$ cat src/rtl/distributed_sync_fifo.sv
// rtl/distributed_sync_fifo.sv - single-clock FIFO on distributed RAM, standard or FWFT read
module distributed_sync_fifo #(
   parameter int ADDR_WIDTH = 4,
   parameter int DATA_WIDTH = 8,
   parameter int FWFT       = 0,
   parameter int AFULL_TH   = (2**ADDR_WIDTH) - 2,
   parameter int AEMPTY_TH  = 2
) (
   input  logic                  wr_clk,
   input  logic                  asyn_rst,
   input  logic                  wr_en,
   input  logic [DATA_WIDTH-1:0] wr_data,
   input  logic                  rd_en,
   output logic [DATA_WIDTH-1:0] rd_data,
   output logic                  full,
   output logic                  empty,
   output logic                  almost_full,
   output logic                  almost_empty,
   output logic [ADDR_WIDTH:0]   count,
   output logic                  overflow,
   output logic                  underflow
);

   localparam int DEPTH = 2**ADDR_WIDTH;
   localparam logic [ADDR_WIDTH:0] DEPTH_C  = (ADDR_WIDTH+1)'(DEPTH);
   localparam logic [ADDR_WIDTH:0] AFULL_C  = (ADDR_WIDTH+1)'(AFULL_TH);
   localparam logic [ADDR_WIDTH:0] AEMPTY_C = (ADDR_WIDTH+1)'(AEMPTY_TH);

   logic [DATA_WIDTH-1:0] mem [DEPTH];
   logic [ADDR_WIDTH:0]   wr_ptr;
   logic [ADDR_WIDTH:0]   rd_ptr;
   logic [ADDR_WIDTH:0]   count_next;
   logic                  rd_accept;
   logic                  wr_accept;

   // A write into a full FIFO is still legal when the head is leaving in the same cycle.
   assign rd_accept = rd_en & ~empty;
   assign wr_accept = wr_en & (~full | rd_accept);

   // Occupancy after this edge; the status flags are registered from it so they line up with count.
   always_comb begin
      count_next = count;
      if (wr_accept && !rd_accept) begin
         count_next = count + 1'b1;
      end else if (rd_accept && !wr_accept) begin
         count_next = count - 1'b1;
      end
   end

   // Storage: synchronous write, no reset; contents are only visible through the pointers.
   always_ff @(posedge wr_clk) begin
      if (wr_accept && !asyn_rst) begin
         mem[wr_ptr[ADDR_WIDTH-1:0]] <= wr_data;
      end
   end

   // Pointers, occupancy, status flags and rejection pulses.
   always_ff @(posedge wr_clk or posedge asyn_rst) begin
      if (asyn_rst) begin
         wr_ptr       <= '0;
         rd_ptr       <= '0;
         count        <= '0;
         full         <= 1'b0;
         empty        <= 1'b1;
         almost_full  <= 1'b0;
         almost_empty <= 1'b1;
         overflow     <= 1'b0;
         underflow    <= 1'b0;
      end else begin
         if (wr_accept) begin
            wr_ptr <= wr_ptr + 1'b1;
         end
         if (rd_accept) begin
            rd_ptr <= rd_ptr + 1'b1;
         end
         count        <= count_next;
         full         <= (count_next == DEPTH_C);
         empty        <= (count_next == '0);
         almost_full  <= (count_next >= AFULL_C);
         almost_empty <= (count_next <= AEMPTY_C);
         overflow     <= wr_en & ~wr_accept;
         underflow    <= rd_en & empty;
      end
   end

   generate
      if (FWFT != 0) begin : g_fwft
         // Head word is presented combinationally; rd_en only pops it.
         assign rd_data = mem[rd_ptr[ADDR_WIDTH-1:0]];
      end else begin : g_std
         logic [DATA_WIDTH-1:0] rd_q;

         // Registered read: the head is captured on the accepting edge and held otherwise.
         always_ff @(posedge wr_clk or posedge asyn_rst) begin
            if (asyn_rst) begin
               rd_q <= '0;
            end else if (rd_accept) begin
               rd_q <= mem[rd_ptr[ADDR_WIDTH-1:0]];
            end
         end

         assign rd_data = rd_q;
      end
   endgenerate

endmodule

$ cat config.mk
export PLATFORM = sky130hd
export DESIGN_NAME = distributed_sync_fifo
export DESIGN_NICKNAME = d
export VERILOG_FILES = /design/src/rtl/distributed_sync_fifo.sv
export SDC_FILE = /design/constraint.sdc
export NUM_CORES = 1
export LEC_CHECK = 0
export CORE_MARGIN = 3
export CORE_UTILIZATION = 55
export CTS_CLUSTER_DIAMETER = 40
export DETAILED_ROUTE_END_ITERATION = 8
export HOLD_SLACK_MARGIN = 0.05
export PLACE_DENSITY_LB_ADDON = 0.05
export SLEW_MARGIN = 10
export SYNTH_ARGS = -nofsm -noshare
export SYNTH_HDL_FRONTEND = slang
export SYNTH_SLANG_ARGS = --single-unit
$ cat constraint.sdc
create_clock -name wr_clk -period 2.7 [get_ports wr_clk]
set_input_delay 0.27 -clock wr_clk [delete_from_list [all_inputs] [get_ports wr_clk]]
set_output_delay 0.27 -clock wr_clk [all_outputs]
set_load 0.05 [all_outputs]
* Yosys cells after proc, flatten, opt, wreduce, memory -nomap -nowiden
Memory sizes are Yosys's and may differ from the RTL's. A register that Yosys moved wholly into a read port is not among the register bits. Index checks and enable logic that the tools add are counted.
Operators by class: add/subtract/negate cells 4, magnitude comparators 2, eq/ne operators 1, mux-type cells 4, bitwise operators 8, reduce and logical (&&, ||, !) cells 7
Operators with widths (number):
- 5-bit by 1-bit adder with 5-bit output (second input constant) | 3
- 5-bit 2-to-1 mux | 2
- 5-bit == test (second input constant) | 1
- 5-bit by 4-bit >= comparator with 1-bit output (second input constant) | 1
- 5-bit by 2-bit less-or-equal comparator with 1-bit output (second input constant) | 1
- 5-bit zero test | 1
- 5-bit by 1-bit subtractor with 5-bit output (second input constant) | 1
- 1-bit AND | 4
- 1-bit logical AND | 3
- 1-bit zero test | 3
- 1-bit inverter | 3
- 1-bit 2-to-1 mux | 2
- 1-bit OR | 1
Storage, ports and cells: bits in registers 21, RAM bits 128, bits of input ports 12, output and inout bits 19, logic and storage cells 36, memories kept 1
Memory list:
- mem | words 16, width 8, read ports 1, clocked after memory_dff 1, write ports 1, RTL line 29 | logic [DATA_WIDTH-1:0] mem [DEPTH];

* Logic depth before layout (Yosys ltp)
depth in word-level cells 9, mapped depth 7, depth with buffers taken out 6

* Least setup slack after synthesis
OpenSTA, ideal clock, no wires.
path kind register to register, start register empty, end memory mem[0][0] (enable), setup time 0.383 ns, arrival 1.863 ns, data required time 2.317 ns, path slack 0.453 ns, stages on the path, launching flop included 6, path buffers 0, period minus slack after synthesis 2.247 ns, cell sequence dfstp_2 -> nand2b_1 -> a21boi_2 -> and2_1 -> nand2_1 -> nor3_1
On the way: word-level cells in the longest chain between the ends 7
Ends and longest elaborated chain:
- start, declared | RTL line 16 | output logic empty,
- start signal, assigned | RTL line 78 | empty <= (count_next == '0);
- 1-bit inverter | RTL line 37 | assign rd_accept = rd_en & ~empty;
- 1-bit AND | RTL line 37
- 1-bit OR | RTL line 38 | assign wr_accept = wr_en & (~full | rd_accept);
- 1-bit AND | RTL line 38
- 1-bit logical AND | RTL line 52 | if (wr_accept && !asyn_rst) begin
- 1-bit 2-to-1 mux | RTL line 52
- 1-bit 2-to-1 mux (implied by the code) | RTL line 53 | mem[wr_ptr[ADDR_WIDTH-1:0]] <= wr_data;
- end, declared | RTL line 29
No other way between the ends.

* Worst setup path in the final report
start register full, end output full
RTL lines:
- start, declared | RTL line 15 | output logic full,
- start signal, assigned | RTL line 77 | full <= (count_next == DEPTH_C);
No word-level cell between the ends.

==> run_results.csv <==
group,metric,value,unit
clock_network,cts_hold_buf,0,
yosys,synth_edf_count,128,
worst_setup_path,cp_num_buf_inv,1,
power_and_ir_drop,irDropWorstVdd,0.940,mV
routing,routedWlPerCell,21.3,um
timing,hold_viol,0,
power_and_ir_drop,power.internal,5470,uW
clock_network,cts-resized-gates,0,
clock_network,clock-sinks,155,
timing,relSlewSlack,51.8,%
power_and_ir_drop,p_leak,0.00274,uW
clock_network,clk_pin_slew,0.06,ns
finish,stdcell_area,7540,um2
clock_network,clk_latency,0.43,ns
global_route,overflow,0,
worst_setup_path,critPathMaxFanout,8,
flow_run,maxCapViolations,0,
timing,rsz0062_at_grt,"false",
die,initial_core_util,57.3,%
timing,report.final.slew_viol_count,0,
worst_setup_path,crit_required,2.43,ns
power_and_ir_drop,seqPwrFrac,38.5,%
clock_network,cts.path.max_buffers,2,
yosys,ys_ff_latch,155,
routing,drc,0,
timing,fin_skew,0.0129,ns
clock_network,cts_max_level,4,
yosys,synth_seq_area_share,71.5,%
yosys,yosys_most_used_dff,"edfxtp_1",
clock_network,post_cts_buffers,0,
yosys,syn_inst,414,
worst_setup_path,slowest_delay,0.87,ns
yosys,synth_cell_type_count,44,
routing,viasPerCell,5.71,
worst_setup_path,cp_top_family,"buffers and inverters",
power_and_ir_drop,swShare,34.5,%
finish,n_fill_cell,768,
clock_network,numCtsBuffers,17,
global_route,track_usage,22.4,%
worst_setup_path,critPathLaunchType,"register",
global_route,met2_usage,32.8,%
finish,drive_above_1_share,14.6,%
finish,area_growth,19.2,%
power_and_ir_drop,p_per_area,1110,nW/um2
global_route,grt_max_degree,28,
worst_setup_path,crit_path_end_kind,"primary output",
yosys,netlist_area,6320,um2
yosys,syn_avg_cell_area,15.3,um2
finish,final_cells,620,
routing,detail-route-antenna-nets,0,
placed_design,dp_hpwl,8410,um
power_and_ir_drop,switchingPower,2880,uW
routing,vias,3538,
timing,min_period_over_period,77.1,%
die,core_region_area,11000,um2
yosys,synth-async-reset-ratio,17.4,%
timing,setup-violations-final,0,
global_route,grt_pass1_vias,3603,
die,chipHeight,113,um
run_status,status,"finished, final reports clean",
worst_setup_path,path_cells,"clkdlybuf4s50_1",
finish,nNetsFinal,486,
placed_design,dpl_cell_area,6920,um2
worst_setup_path,path_class,"register to primary output",
global_route,grt_pass1_wl,20900,um
placed_design,dpl.cell_count,588,
placed_design,port_buffers,30,
routing,drtIter0Drc,325,
timing,tns,0,ns
global_route,gr-usage-met3,4.97,%
die,dieArea,12800,um2
power_and_ir_drop,p_comb_share,31.9,%
global_route,antenna_found_initial,0,
global_route,met1_usage,32.8,%
routing,drt_first_pass_iters,4,
timing,holdWs,0.257,ns
routing,wl,13200,um
global_route,grt_most_used_layer,"met2",
die,ios,31,
finish,antenna_cells,0,
timing,period_needed,2.08,ns
yosys,yosys_warnings,0,
clock_network,cts_tree,"done",
placed_design,gp_congestion,0.839,
worst_setup_path,critPathArrivalTime,1.81,ns
clock_network,cts_root_buffer,"clkbuf_16",
min_path,hold_path.class,"input port to async pin",
timing,worst_pin_slew,0.720,ns
worst_setup_path,cp_slowest_cell,"clkdlybuf4s50_1",
yosys,synth_nets,433,
die,die_x,113,um
power_and_ir_drop,clockPowerShare,29.7,%
timing,fmaxAchievable,480,MHz
die,num_rows,38,
==> registers in the layout, summed over array words and instances, names as in the netlist <==
signal        count
full              1
rd_data           8
mem             128
count             5
wr_ptr            4
almost_full       1
rd_ptr            4
almost_empty      1
overflow          1
underflow         1
empty             1
==> kinds of logic after synthesis <==
kind of cell / count (synthesis) / synth area share, %
mux: 65 / 10.3
compound gates: 43 / 5.02
simple gates: 106 / 8.17
xor+xnor: 10 / 1.68
fa+ha+maj: 7 / 1.38
flops: 155 / 71.5
buf+inv: 28 / 1.94
==> stage by stage <==
stage,total power (uW),util (%),worst slack (ns)
2_1_floorplan,5040,-,0.453
3_3_place_gp,5870,62.7,0.477
3_5_place_dp,5920,62.7,0.413
4_1_cts,8400,68.4,0.593
5_1_grt,8740,68.4,0.549
6_report,8350,68.4,0.618
==> cells in the mapped netlist, drive strengths merged (3+ instances only) <==
cell | count | area share [%]
nor2 | 16 | 0.99
a21oi | 17 | 1.3
buf | 11 | 0.93
and2 | 3 | 0.30
a22oi | 16 | 1.9
ha | 7 | 1.4
nand2b | 5 | 0.49
nand4 | 3 | 0.30
inv | 6 | 0.36
clkbuf | 10 | 0.59
nand2 | 37 | 2.2
edfxtp | 128 | 61
dfrtp | 25 | 9.9
nor3 | 5 | 0.40
mux2i | 64 | 10
nand3 | 25 | 2.0
nor2b | 3 | 0.34
xnor2 | 9 | 1.2
==> layout by cell type, fill, tap and decap left out, drive strengths merged, types with 9 or more instances in the layout <==
cell type      netlist  final
mux2i               64     64
nor2                16     16
nand3               25     25
nand2               37     37
dfrtp               25     25
a21oi               17     17
clkbuf              10     17
inv                  6      9
xnor2                9      9
edfxtp             128    128
a22oi               16     16
clkdlybuf4s50        0     30
buf                 11     25
==> per-layer routing <==
metal,part of all wire (%),vias to the layer above,wire length (um)
met4,2.1,0,272
li1,-,1661,-
met5,0,-,0
met1,46,1748,6130
met3,6.1,18,806
met2,45,111,5980
==> tightest hold or removal path, cell delays in order <==
cell and delay (ns):
clkdlybuf4s50_1 0.41, inv_1 0.07, buf_4 0.34
==> area by class of cell <==
cell class	instances	area, um2	area share (%)
inverters	7	26.3	0.348
multi-input cells	231	1680	22.3
flip-flops and latches	155	4530	60.0
clock buffers	17	425	5.64
clock inverters	15	196	2.60
well taps	140	175	2.32
repair buffers	55	513	6.80
==> power groups by stage <==
stage / Sequential, uW / Clock (uW) / Combinational, uW
floorplan: 3540 / 0 / 1510
CTS: 3210 / 2510 / 2680
detailed placement: 3260 / 0 / 2660
global route: 3250 / 2620 / 2860
global placement: 3250 / 0 / 2620
finish: 3210 / 2470 / 2660
==> final timing paths <==
kind,startpoint,end,slack (ns),depth (start not counted)
setup / recovery,full,full,0.62,1
hold / removal,asyn_rst,wr_ptr[2],0.26,3
setup reg to reg,empty,mem[0][4],0.75,6
hold reg to reg,rd_data[7],rd_data[7],0.48,2
max in group asynchronous,asyn_rst,empty,2.13,3
min in group wr_clk,rd_data[7],rd_data[7],0.48,2
Note: power is estimated with default switching activity, not from simulation.
